==> config.mk <==
export PLATFORM = sky130hd
export DESIGN_NAME = flight_phase_qualifier
export DESIGN_NICKNAME = d
export VERILOG_FILES = /design/src/rtl/cabin_pkg.sv /design/src/rtl/phase_transition_checker.sv /design/src/rtl/flight_phase_qualifier.sv
export SDC_FILE = /design/constraint.sdc
export NUM_CORES = 1
export LEC_CHECK = 0
export BUFFER_PORTS_ARGS = -buffer_cell sky130_fd_sc_hd__buf_2
export CAP_MARGIN = 15
export CORE_ASPECT_RATIO = 1.5
export CORE_MARGIN = 10
export CORE_UTILIZATION = 25
export DETAILED_ROUTE_END_ITERATION = 7
export GPL_ROUTABILITY_DRIVEN = 0
export PLACE_DENSITY = 0.46
export SETUP_SLACK_MARGIN = 0.5
export SYNTH_ARGS = -nofsm -noshare
export SYNTH_HDL_FRONTEND = slang
export SYNTH_SLANG_ARGS = --single-unit
==> constraint.sdc <==
create_clock -name clk -period 3.14 [get_ports clk]
set_input_delay 0.314 -clock clk [delete_from_list [all_inputs] [get_ports clk]]
set_output_delay 0.314 -clock clk [all_outputs]
set_load 0.01 [all_outputs]
==> src/rtl/cabin_pkg.sv <==
// cabin_pkg: phase codes, fault codes and qualifier state encoding shared by the cabin logic
package cabin_pkg;
  typedef enum logic [2:0] {
    PH_GROUND   = 3'b000,
    PH_TAXI     = 3'b001,
    PH_TAKEOFF  = 3'b010,
    PH_CLIMB    = 3'b011,
    PH_CRUISE   = 3'b100,
    PH_DESCENT  = 3'b101,
    PH_LANDING  = 3'b110,
    PH_INVALID  = 3'b111
  } phase_e;
  typedef enum logic [1:0] {
    FC_NONE    = 2'b00,
    FC_INVALID = 2'b01,
    FC_ILLEGAL = 2'b10,
    FC_TIMEOUT = 2'b11
  } fault_e;
  typedef enum logic [1:0] {
    Q_INIT     = 2'b00,
    Q_STABLE   = 2'b01,
    Q_SETTLING = 2'b10,
    Q_FAULT    = 2'b11
  } qstate_e;
endpackage

==> src/rtl/phase_transition_checker.sv <==
// phase_transition_checker: flags whether cur_phase -> cand_phase is a permitted flight-phase step
module phase_transition_checker
  import cabin_pkg::*;
(
  input  logic [2:0] cur_phase,
  input  logic [2:0] cand_phase,
  output logic       legal,
  output logic       invalid
);
  logic [5:0] pair;
  assign pair    = {cur_phase, cand_phase};
  assign invalid = cand_phase == PH_INVALID;
  // octal pairs read as {from, to}; 53 and 63 are the go-arounds
  assign legal   = !invalid && (cur_phase == cand_phase ||
                   pair inside {6'o01, 6'o12, 6'o23, 6'o34, 6'o45, 6'o56, 6'o10, 6'o61, 6'o53, 6'o63});
endmodule

==> src/rtl/flight_phase_qualifier.sv <==
// flight_phase_qualifier: debounces the raw avionics phase and enforces the legal phase sequence
module flight_phase_qualifier
  import cabin_pkg::*;
#(
  parameter int STABLE_CYCLES = 8,
  parameter int CNT_W         = 4,
  parameter int FAULT_TIMEOUT = 64,
  parameter int TO_W          = 7
) (
  input  logic       clk,
  input  logic       reset_n,
  input  logic       en,
  input  logic       raw_valid,
  input  logic [2:0] raw_phase,
  input  logic       fault_clear,
  output logic [2:0] flight_phase,
  output logic       phase_stable,
  output logic       phase_fault,
  output logic [1:0] fault_code
);
  localparam logic [CNT_W-1:0] CNT_MAX = CNT_W'(STABLE_CYCLES);
  localparam logic [TO_W-1:0]  TO_MAX  = TO_W'(FAULT_TIMEOUT);
  qstate_e          state_q, state_d;
  logic [2:0]       cand_q, cand_d, phase_q, phase_d;
  logic [CNT_W-1:0] cnt_q, cnt_d;
  logic [TO_W-1:0]  to_cnt_q, to_cnt_d;
  logic [1:0]       code_q, code_d;
  logic             stable_q, stable_d, fault_q, fault_d;
  logic             sample, qualify, legal, invalid;

  phase_transition_checker u_chk (
    .cur_phase  (phase_q),
    .cand_phase (raw_phase),
    .legal      (legal),
    .invalid    (invalid)
  );

  always_comb begin
    sample   = en && raw_valid;
    cand_d   = sample ? raw_phase : cand_q;
    cnt_d    = !sample ? cnt_q : raw_phase != cand_q ? CNT_W'(1) : cnt_q == CNT_MAX ? cnt_q : cnt_q + 1'b1;
    qualify  = sample && cnt_d == CNT_MAX && cnt_q != CNT_MAX;
    state_d  = state_q;
    phase_d  = phase_q;
    code_d   = code_q;
    to_cnt_d = to_cnt_q;
    if (en)
      case (state_q)
        Q_INIT:
          if (qualify) begin
            state_d = invalid ? Q_FAULT : Q_STABLE;
            code_d  = invalid ? FC_INVALID : code_q;
            phase_d = invalid ? phase_q : raw_phase;
          end
        Q_STABLE:
          if (sample && raw_phase != phase_q) state_d = Q_SETTLING;
        Q_SETTLING: begin
          to_cnt_d = to_cnt_q + 1'b1;
          // a qualify takes priority over a timeout landing on the same edge
          if (qualify) begin
            state_d  = legal ? Q_STABLE : Q_FAULT;
            code_d   = invalid ? FC_INVALID : legal ? code_q : FC_ILLEGAL;
            phase_d  = legal ? raw_phase : phase_q;
            to_cnt_d = '0;
          end else if (to_cnt_d == TO_MAX) begin
            state_d  = Q_FAULT;
            code_d   = FC_TIMEOUT;
            to_cnt_d = '0;
          end
        end
        default:
          if (fault_clear) begin
            state_d = Q_INIT;
            code_d  = FC_NONE;
            cnt_d   = '0;
          end
      endcase
    stable_d = state_d == Q_STABLE;
    fault_d  = state_d == Q_FAULT;
  end

  always_ff @(posedge clk or negedge reset_n)
    if (!reset_n) begin
      state_q  <= Q_INIT;
      cand_q   <= '0;
      cnt_q    <= '0;
      to_cnt_q <= '0;
      phase_q  <= '0;
      code_q   <= '0;
      stable_q <= 1'b0;
      fault_q  <= 1'b0;
    end else begin
      state_q  <= state_d;
      cand_q   <= cand_d;
      cnt_q    <= cnt_d;
      to_cnt_q <= to_cnt_d;
      phase_q  <= phase_d;
      code_q   <= code_d;
      stable_q <= stable_d;
      fault_q  <= fault_d;
    end

  assign flight_phase = phase_q;
  assign phase_stable = stable_q;
  assign phase_fault  = fault_q;
  assign fault_code   = code_q;
endmodule

==> results of run 1 <==
[state kept, by name (all words and copies together), names as in the netlist]
name and flops:
fault_code 2, cnt_q 4, state_q 2, phase_stable 1, flight_phase 3, cand_q 3
phase_fault 1, to_cnt_q 7
[report_power, final]
part	internal, mW	total (mW)	leakage [nW]	switching, mW
Sequential	0.356	0.438	0.295	0.0819
Combinational	0.100	0.242	0.403	0.142
Clock	0.0889	0.198	0.0255	0.109
Total	0.545	0.878	0.723	0.332
[synthesized netlist by cell type, drive strengths merged]
cell,number,area share (%)
nor4b,2,1.1
a311oi,1,0.56
nand2,15,4.5
xor2,6,3.8
o2bb2ai,1,0.56
dfrtp,23,37
a21boi,1,0.48
o31ai,5,2.4
o211a,1,0.64
ha,3,2.4
nor2b,3,1.2
a31oi,2,0.80
nand4,2,0.80
o2bb2a,1,0.64
nor4,2,1.8
a21oi,14,4.5
and4b,1,0.64
and2,2,0.80
a221oi,1,0.56
clkbuf,2,0.48
mux2i,1,0.64
a21o,2,0.95
buf,7,3.2
and4,1,0.56
o221ai,1,0.56
a311o,1,0.64
mux2,7,5.0
or3,1,0.40
xnor2,1,0.56
inv,7,1.7
o311a,1,0.64
nor3,3,0.95
nand4b,2,1.1
o22ai,3,1.2
o211ai,1,0.48
o21ai,13,4.1
nand3,8,2.5
nor2,13,3.1
o41ai,1,0.56
a22oi,1,0.48
nand2b,5,2.0
a2111oi,1,1.8
and3,3,1.2
a31o,1,0.56
[area by class of cell]
type,instances,area (um2),area share (%)
tap,74,92.6,5.36
clock buffer,3,41.3,2.39
timing repair buffer,14,70.1,4.06
multi-input combinational,134,917,53.1
sequential,23,576,33.3
clock inverter,1,5.00,0.290
inverter,7,26.3,1.52
[timing repair]
| item | 4_1_cts | 5_1_grt |
|---|---|---|
| buffers inserted | 0 | 0 |
| endpoints found under the setup margin | 0 | 4 |
| resized for setup | 0 | 2 |
| endpoints found under the hold margin | 0 | 0 |
[critical path: stages (launching register included)]
cell       delay (ps)
dfrtp_1           460
ha_1              270
nor4b_1           300
a31o_2            170
and4b_4           340
nand2_4            70
a2111oi_4         400
mux2_1            350
[cells by family after synthesis]
| family | Yosys count | share of synthesized area, % |
|---|---|---|
| buf+inv | 16 | 5.33 |
| fa+ha+maj | 3 | 2.39 |
| xor+xnor | 7 | 4.38 |
| flops | 23 | 36.6 |
| compound gates | 53 | 23.0 |
| mux | 8 | 5.65 |
| simple gates | 63 | 22.7 |
[per-stage QoR]
stage                     instances  hold slack, ps  setup slack (ps)  util, %
after CTS                       256            37.3               518     28.1
final                           256            11.2               667     28.2
after floorplan                 173            18.4               836        -
after global placement          252             344               569     27.4
after detailed placement        252             342               530     27.4
after global routing            256            57.3               494     28.2
[worst min path at each step]
stage,startpoint,to,slack [ps],cells past startpoint
after detailed placement,reset_n,to_cnt_q[4]$_DFFE_PN0P_,340,1
final,reset_n,to_cnt_q[1]$_DFFE_PN0P_,10,1
after global routing,reset_n,fault_code[1]$_DFFE_PN0P_,60,1
after CTS,reset_n,to_cnt_q[1]$_DFFE_PN0P_,40,1
after global placement,reset_n,to_cnt_q[4]$_DFFE_PN0P_,340,1
after floorplan,reset_n,cand_q[0]$_DFFE_PN0N_,20,0
[routing by layer]
layer | wire length, um | track usage, % | vias to the layer above
li1 | - | - | 656
met1 | 1620 | 8.73 | 633
met2 | 2190 | 15.3 | 16
met3 | 75 | 1.18 | 6
met4 | 58 | 2.64 | 0
met5 | 0 | 0 | -
==> flow_summary.json, run 1 <==
{
  "antenna_cells": 0,
  "rows": 35,
  "finalPower_mw": 0.878,
  "drt-total-wl_mm": 3.94,
  "start_kind": "flop",
  "finalCritPeriodShare_pct": 78.8,
  "placeableCoreArea_mm2": 0.00613,
  "drt-initial-drc-count": 27,
  "power.density_mw_per_mm2": 508,
  "slew_viol_final": 0,
  "required_ps": 3310,
  "hpwl_mm": 2.96,
  "dieArea_mm2": 0.00993,
  "fillCellCount": 674,
  "finalSetupTns_ps": 0,
  "clock_latency_ps": 280,
  "final_cell_mix": "dfrtp_1 (23), a21oi_1 (14), buf_2 (14)",
  "cts_max_level": 1,
  "reg2reg_from": "cnt_q[0]$_DFF_PN0_",
  "drive_gt1_share_pct": 15.4,
  "max_slew_margin_pct": 63.0,
  "arrival_ps": 2650,
  "p_leak_nw": 0.723,
  "ys_ff_latch": 23,
  "cts_hold_buf": 0,
  "fp.dieW_um": 84.8,
  "worst_pin_slew_ps": 555,
  "netlist_area_mm2": 0.00157,
  "ir_worst_vdd_mv": 0.253,
  "vias": 1311,
  "grt_util_all_layers_pct": 8.00,
  "placed_cell_area_mm2": 0.00168,
  "reg2reg_to": "flight_phase[2]$_DFFE_PN0P_",
  "clk_pin_slew_ps": 100,
  "reg2reg_depth": 7,
  "crit_start": "cnt_q[0]$_DFF_PN0_",
  "hold_path.class": "in -> async",
  "finalHoldViolCount": 0,
  "synth_warnings": 0,
  "overflow": 0,
  "ios": 15,
  "antenna_left": 0,
  "fmax_mhz": 404,
  "critPathKind": "reg -> reg",
  "end_kind": "flop",
  "grt_pass1_vias": 1322,
  "status": "finished clean",
  "reg2reg_slack_ps": 670,
  "floorplan.initialDensity_pct": 25.7,
  "grt_max_degree": 24,
  "rsz0062_at_grt": "false",
  "synth_cell_types": 50,
  "cts_buffers": 3,
  "cts_tree": "built",
  "final_nets": 194,
  "cts_root_buffer": "clkbuf_8",
  "drv_cap": 0,
  "synthCells": 173,
  "final_common_cell": "dfrtp_1",
  "port_buffers": 14,
  "fin_crit_ps": 2470,
  "die_h_um": 117,
  "dr.pass1.iters": 4,
  "grt_pass1_wl_mm": 6.60,
  "syn_area_per_cell_um2": 9.09,
  "setup_viol": 0,
  "grt_antenna_before_repair": 0,
  "wire_per_inst_um": 15.4,
  "critPathCapture": "flight_phase[2]$_DFFE_PN0P_",
  "ctsLongestPathBuffers": 2,
  "drc": 0,
  "cts.sinks": 23,
  "viasPerCell": 5.12,
  "final_design_area_no_fill_mm2": 0.00173,
  "clock-skew-final_ps": 18.2,
  "synth_nets": 184,
  "yosysSeqAreaShare_pct": 36.6,
  "area_growth_pct": 9.86,
  "cp_max_fo": 10
}
No activity file was read; power rests on OpenSTA's default activity.
==> run 2: changes to the inputs <==
--- a/config.mk
+++ b/config.mk
@@ -5,6 +5,7 @@
 export SDC_FILE = /design/constraint.sdc
 export NUM_CORES = 1
 export LEC_CHECK = 0
+export ABC_AREA = 1
 export BUFFER_PORTS_ARGS = -buffer_cell sky130_fd_sc_hd__buf_2
 export CAP_MARGIN = 15
 export CORE_ASPECT_RATIO = 1.5
@@ -12,7 +13,7 @@
 export CORE_UTILIZATION = 25
 export DETAILED_ROUTE_END_ITERATION = 7
 export GPL_ROUTABILITY_DRIVEN = 0
-export PLACE_DENSITY = 0.46
+export PLACE_DENSITY = 0.48
 export SETUP_SLACK_MARGIN = 0.5
 export SYNTH_ARGS = -nofsm -noshare
 export SYNTH_HDL_FRONTEND = slang
==> constraint.sdc (replaced) <==
create_clock -name clk -period 2.2 [get_ports clk]
set_input_delay 0.22 -clock clk [delete_from_list [all_inputs] [get_ports clk]]
set_output_delay 0.22 -clock clk [all_outputs]
set_load 0.01 [all_outputs]
==> run 2 against run 1 <==
Clock-buffer cell count unchanged. Fmax increased by 37%. Sequential share of layout area is 4.9 points lower. Area after synthesis grew 4.8%. Critical path depth rose by 5. Total power up 100%. Hold slack improved by 310 ps. Clock skew down 13 ps. Critical path type unchanged. Highest routed layer unchanged.
==> flow_summary.json, run 2 <==
{
  "dr.pass1.iters": 4,
  "finalSetupTns_ps": 0,
  "cts_max_level": 1,
  "met1_usage_pct": 8.95,
  "hpwl_mm": 3.22,
  "drc": 0,
  "setup_viol": 0,
  "yosys.area.top_type": "dfrtp_1",
  "antenna_left": 0,
  "largest_reg_flops": 7,
  "drv_cap": 0,
  "synth.area.top_cells": "dfrtp_1 (35%), nand2_1 (11%), inv_1 (6.8%)",
  "ys_ff_latch": 23,
  "yosys.area.top_type_share_pct": 34.9,
  "cts_tree": "built",
  "grt_use_met2_pct": 15.9,
  "port_buffers": 14,
  "reg_top3": "to_cnt_q: 7 flops, cnt_q: 4 flops",
  "pwr-share-seq_pct": 38.8,
  "cp_max_fo": 8,
  "drt-total-wl_mm": 4.08,
  "final_common_cell": "nand2_1",
  "ir_worst_vdd_mv": 0.357,
  "syn_area_per_cell_um2": 7.32,
  "hp-start": "raw_phase[0]",
  "clock_latency_ps": 270,
  "antenna_cells": 0,
  "viasPerCell": 4.49,
  "floorplan.initialDensity_pct": 25.6,
  "cts.sinks": 23,
  "drt-initial-drc-count": 76,
  "worst_pin_slew_ps": 558,
  "fillCellCount": 708,
  "yosys_most_used_dff": "dfrtp_1",
  "ctsLongestPathBuffers": 2,
  "final_cell_mix": "nand2_1 (43), inv_1 (27), nor2_1 (26), dfrtp_1 (23), nand3_1 (21)",
  "p_leak_nw": 1.03,
  "ios": 15,
  "power_switching_mw": 0.771,
  "synth_warnings": 0,
  "die_h_um": 119,
  "grt_util_all_layers_pct": 8.32,
  "synthCells": 225,
  "arrival_ps": 1970,
  "drive_gt1_share_pct": 31.0,
  "slew_viol_final": 0,
  "placeableCoreArea_mm2": 0.00644,
  "hold_path.class": "in -> reg",
  "status": "finished clean",
  "clkPwrFrac_pct": 15.4,
  "cts_buffers": 3,
  "internal-power_mw": 1.00,
  "pwr-share-comb_pct": 45.9,
  "reg2reg_from": "cnt_q[1]$_DFF_PN0_",
  "grt_antenna_before_repair": 0,
  "grt.met3_usage_pct": 0.614,
  "start_kind": "flop",
  "crit_start": "cnt_q[1]$_DFF_PN0_",
  "synth_cell_types": 34,
  "synth_commonest_cells": "nand2_1 (49), inv_1 (30), nor2_1 (26)",
  "synth_most_common_cell": "nand2_1",
  "holdWs_ps": 323,
  "rows": 36,
  "yosysSeqAreaShare_pct": 34.9,
  "netlist_area_mm2": 0.00165,
  "max_slew_margin_pct": 62.8,
  "fin_cells": 328,
  "clock-skew-final_ps": 5.03,
  "rsz0062_at_grt": "true",
  "grt.busiest_layer": "met2",
  "wire_per_inst_um": 12.4,
  "grt_max_degree": 24,
  "overflow": 0,
  "fmax_mhz": 553,
  "preCtsSetupSlack_ps": 304,
  "finalCritPeriodShare_pct": 82.2,
  "fp.dieW_um": 86.3,
  "hold_depth": 3,
  "power.density_mw_per_mm2": 875,
  "critPathKind": "reg -> reg",
  "vias": 1474,
  "swShare_pct": 43.4,
  "synth_edf_count": 0,
  "final_nets": 264,
  "fin_crit_ps": 1810,
  "area_growth_pct": 23.1,
  "grt_pass1_vias": 1489,
  "reg2reg_depth": 12,
  "dp_cells": 316,
  "clk_pin_slew_ps": 90,
  "grt_pass1_wl_mm": 7.09,
  "top_register": "to_cnt_q",
  "finalHoldViolCount": 0,
  "required_ps": 2360,
  "cts_root_buffer": "clkbuf_8",
  "finalPower_mw": 1.78,
  "end_kind": "flop",
  "setup_slack_ps": 393,
  "synth_nets": 236,
  "dieArea_mm2": 0.0103,
  "synthArstFlopShare_pct": 100
}
-- run 2: changes by cell type after synthesis, sizes merged, moves of 4 or more --
cell    delta
nand2     +42
nor2      +19
nand3     +18
o21ai      +4
nand2b     -5
buf        -5
inv       +30
mux2       -7
a21oi      -9
-- run 2: worst paths after layout --
check	endpoint	slack, ps
max	fault_code[1]$_DFFE_PN0P_	390
max in group asynchronous	to_cnt_q[3]$_DFFE_PN0P_	1360
min reg2reg	fault_code[1]$_DFFE_PN0P_	500
min	flight_phase[0]$_DFFE_PN0P_	320
max reg2reg	fault_code[1]$_DFFE_PN0P_	390
min in group asynchronous	cand_q[0]$_DFFE_PN0N_	460
-- run 2: cells by family after synthesis --
| kind of cell | Yosys count | synth area share [%] |
|---|---|---|
| DFF | 23 | 34.9 |
| AOI/OAI and AO/OA | 28 | 10.7 |
| buffers and inverters | 40 | 9.64 |
| xor gates and xnor gates | 8 | 5.16 |
| and+or+nand+nor | 123 | 37.3 |
| adders and majority gates | 3 | 2.28 |
-- run 2: metrics by stage --
step / utilization [%] / cell area [um2]
after floorplan: - / 1680
after global placement: 28.8 / 1850
after detailed placement: 28.8 / 1850
after CTS: 31.0 / 1990
after global routing: 31.5 / 2030
final: 31.5 / 2030
-- run 2: power by group through the flow --
stage               sequential [mW]  combinational, mW  clock [mW]
floorplan                     0.690              0.511           0
global placement              0.696              0.731           0
detailed placement            0.697              0.728           0
CTS                           0.686              0.804       0.286
global route                  0.710              0.929       0.302
finish                        0.688              0.815       0.273
-- run 2: cell type report --
type,instances,area [um2],share of cell area (%)
Multi-Input combinational cell,162,1010,50.0
Sequential cell,23,576,28.4
Timing Repair Buffer,25,155,7.65
Inverter,38,143,7.03
Tap cell,76,95.1,4.69
Clock buffer,3,41.3,2.04
Clock inverter,1,5.00,0.247
-- run 2: per-layer routing --
layer	share of wire, %	vias up
li1	-	761
met1	40	703
met2	58	8
met3	1.1	2
met4	1.3	0
met5	0	-
-- run 2: critical path, cell delays in order, from the launching register on --
cell and delay, ps:
dfrtp_1 420, inv_2 80, ha_4 130, nand2_4 50
o21ai_4 200, xor2_4 220, nor2_8 70, nand2_4 110
inv_2 70, nand4_1 80, nand3_2 120, nand2_1 80
o21ai_1 60
-- run 2: what timing repair did --
| item | CTS | global route |
|---|---|---|
| setup endpoints to repair | 14 | 16 |
| gates resized for setup | 9 | 10 |
| pin swaps | 5 | 2 |
| hold buffers | 1 | 0 |
| setup buffers | 6 | 1 |
| hold endpoints to repair | 23 | 0 |
==> run 3: changes to the inputs <==
==> constraint.sdc (replaced) <==
create_clock -name clk -period 1.5 [get_ports clk]
set_input_delay 0.15 -clock clk [delete_from_list [all_inputs] [get_ports clk]]
set_output_delay 0.15 -clock clk [all_outputs]
set_load 0.01 [all_outputs]
==> run 3 against run 2 <==
Fmax up 1.5%. Total power up 63%. Via count up 8.4%. Clock-buffer cell count unchanged. Register-to-register slack worse by 670 ps. The run now ends with negative setup slack left. Utilization up 4.7 points. Largest cell class unchanged. Sequential power up 45%. Largest power group unchanged. Hold slack worse by 50 ps. Critical path depth unchanged. Flip-flop and latch count unchanged.
==> flow_summary.json, run 3 (same netlist as run 2, synthesis figures left out) <==
{
  "ctsLongestPathBuffers": 2,
  "cpPeakStageDelay_ps": 430,
  "drive_gt1_share_pct": 41.6,
  "clock-skew-final_ps": 2.92,
  "area_growth_pct": 41.3,
  "fillCellCount": 696,
  "required_ps": 1670,
  "die_h_um": 119,
  "grt_util_all_layers_pct": 8.62,
  "holdWs_ps": 273,
  "start_kind": "flop",
  "antenna_cells": 0,
  "fin_crit_ps": 1780,
  "antenna_left": 0,
  "rows": 36,
  "grt_pass1_vias": 1585,
  "dr.pass1.iters": 4,
  "reg_top3": "to_cnt_q: 7 flops, cnt_q: 4 flops",
  "wire_per_inst_um": 12.0,
  "cts_root_buffer": "clkbuf_8",
  "multi_input_area_mm2": 0.00105,
  "fmax_mhz": 562,
  "drv_cap": 0,
  "grt_max_degree": 24,
  "finalSetupTns_ps": -3830,
  "critPathSlowestCell": "dfrtp_1",
  "preCtsSetupSlack_ps": -332,
  "status": "complete, but fails checks",
  "worst_pin_slew_ps": 543,
  "cts_max_level": 1,
  "cts_buffers": 3,
  "drc": 0,
  "grt_pass1_wl_mm": 7.18,
  "cp_max_fo": 8,
  "critPathKind": "reg -> reg",
  "arrival_ps": 1950,
  "fp.dieW_um": 86.3,
  "max_slew_margin_pct": 63.8,
  "p_leak_nw": 1.18,
  "ir_worst_vdd_mv": 0.601,
  "finalCritPeriodShare_pct": 119,
  "end_kind": "flop",
  "drt-initial-drc-count": 35,
  "port_buffers": 14,
  "largest_reg_flops": 7,
  "cpMostUsedCell": "nand2_4",
  "placeableCoreArea_mm2": 0.00644,
  "finalHoldViolCount": 0,
  "seqCellArea_um2": 579,
  "drt-total-wl_mm": 4.28,
  "final_core_util_pct": 36.2,
  "cts_tree": "built",
  "viasPerCell": 4.48,
  "vias": 1598,
  "power.density_mw_per_mm2": 1250,
  "clk_pin_slew_ps": 90,
  "grt_antenna_before_repair": 0,
  "final_common_cell": "nand2_1",
  "ios": 15,
  "hold_path.class": "in -> reg",
  "final_cell_mix": "nand2_1 (43), buf_4 (33), inv_1 (25), nor2_1 (24)",
  "dieArea_mm2": 0.0103,
  "setup_viol": 16,
  "setup_slack_ps": -280,
  "crit_path_cell_trace": "inv_2, ha_4, nand2_4, o21ai_4, xor2_4, nor2_8, nand2_4, inv_4, nand4_1, nand3_2, nand2_1, o21ai_1",
  "violations": "negative setup slack",
  "final_nets": 293,
  "floorplan.initialDensity_pct": 25.6,
  "hpwl_mm": 3.36,
  "rsz0062_at_grt": "true",
  "slew_viol_final": 0,
  "cts.sinks": 23,
  "top_register": "to_cnt_q",
  "finalPower_mw": 2.90,
  "overflow": 0,
  "clock_latency_ps": 280
}
run 3: final timing paths:
| check | slack, ps | start | cells past startpoint | to |
|---|---|---|---|---|
| min in group asynchronous | 390 | reset_n | 2 | to_cnt_q[2]$_DFFE_PN0P_ |
| max reg2reg | -280 | cnt_q[1]$_DFF_PN0_ | 12 | fault_code[0]$_DFFE_PN0P_ |
| min reg2reg | 500 | fault_code[0]$_DFFE_PN0P_ | 2 | fault_code[0]$_DFFE_PN0P_ |
| max | -280 | cnt_q[1]$_DFF_PN0_ | 12 | fault_code[0]$_DFFE_PN0P_ |
| max in group asynchronous | 720 | reset_n | 2 | state_q[0]$_DFF_PN0_ |
| min | 270 | raw_phase[1] | 4 | cnt_q[1]$_DFF_PN0_ |
run 3: worst max-delay path: cells and delay by family (launching register included):
family | cells | cell delay (ps)
buf+inv | 2 | 130
xor+xnor | 1 | 220
fa+ha+maj | 1 | 130
compound gates | 2 | 260
simple gates | 6 | 510
flops | 1 | 430
run 3: cell type report:
| cell class | instances | share of cell area, % |
|---|---|---|
| Inverter | 38 | 6.23 |
| Sequential cell | 23 | 24.9 |
| Multi-Input combinational cell | 162 | 45.0 |
| Clock inverter | 1 | 0.215 |
| Tap cell | 76 | 4.08 |
| Clock buffer | 3 | 1.77 |
| Timing Repair Buffer | 54 | 17.8 |
run 3: repair_timing:
item / in CTS / in global routing
pin swaps: 9 / 5
gates resized for setup: 25 / 11
setup endpoints to repair: 23 / 24
setup buffers: 1 / 4
endpoints found under the hold margin: 23 / 0
hold buffers: 1 / 0
run 3: per-stage QoR:
step	cell area, um2	instances
3_3_place_gp	2110	347
4_1_cts	2270	353
3_5_place_dp	2110	347
6_report	2330	357
5_1_grt	2330	357
2_1_floorplan	1710	225
run 3: power breakdown:
part / internal (mW) / switching [mW] / total [mW] / leakage (nW)
clock: 0.187 / 0.236 / 0.423 / 0.0255
combinational: 0.699 / 0.779 / 1.48 / 0.863
sequential: 0.812 / 0.185 / 0.998 / 0.289
total: 1.70 / 1.20 / 2.90 / 1.18
run 3: layer usage:
| layer | GRT usage [%] | vias to the layer above | part of all wire, % |
|---|---|---|---|
| met5 | 0 | - | 0 |
| met4 | 3.96 | 0 | 1.8 |
| met3 | 0.955 | 4 | 2.6 |
| met2 | 16.3 | 23 | 56 |
| met1 | 9.08 | 747 | 40 |
| li1 | - | 824 | - |
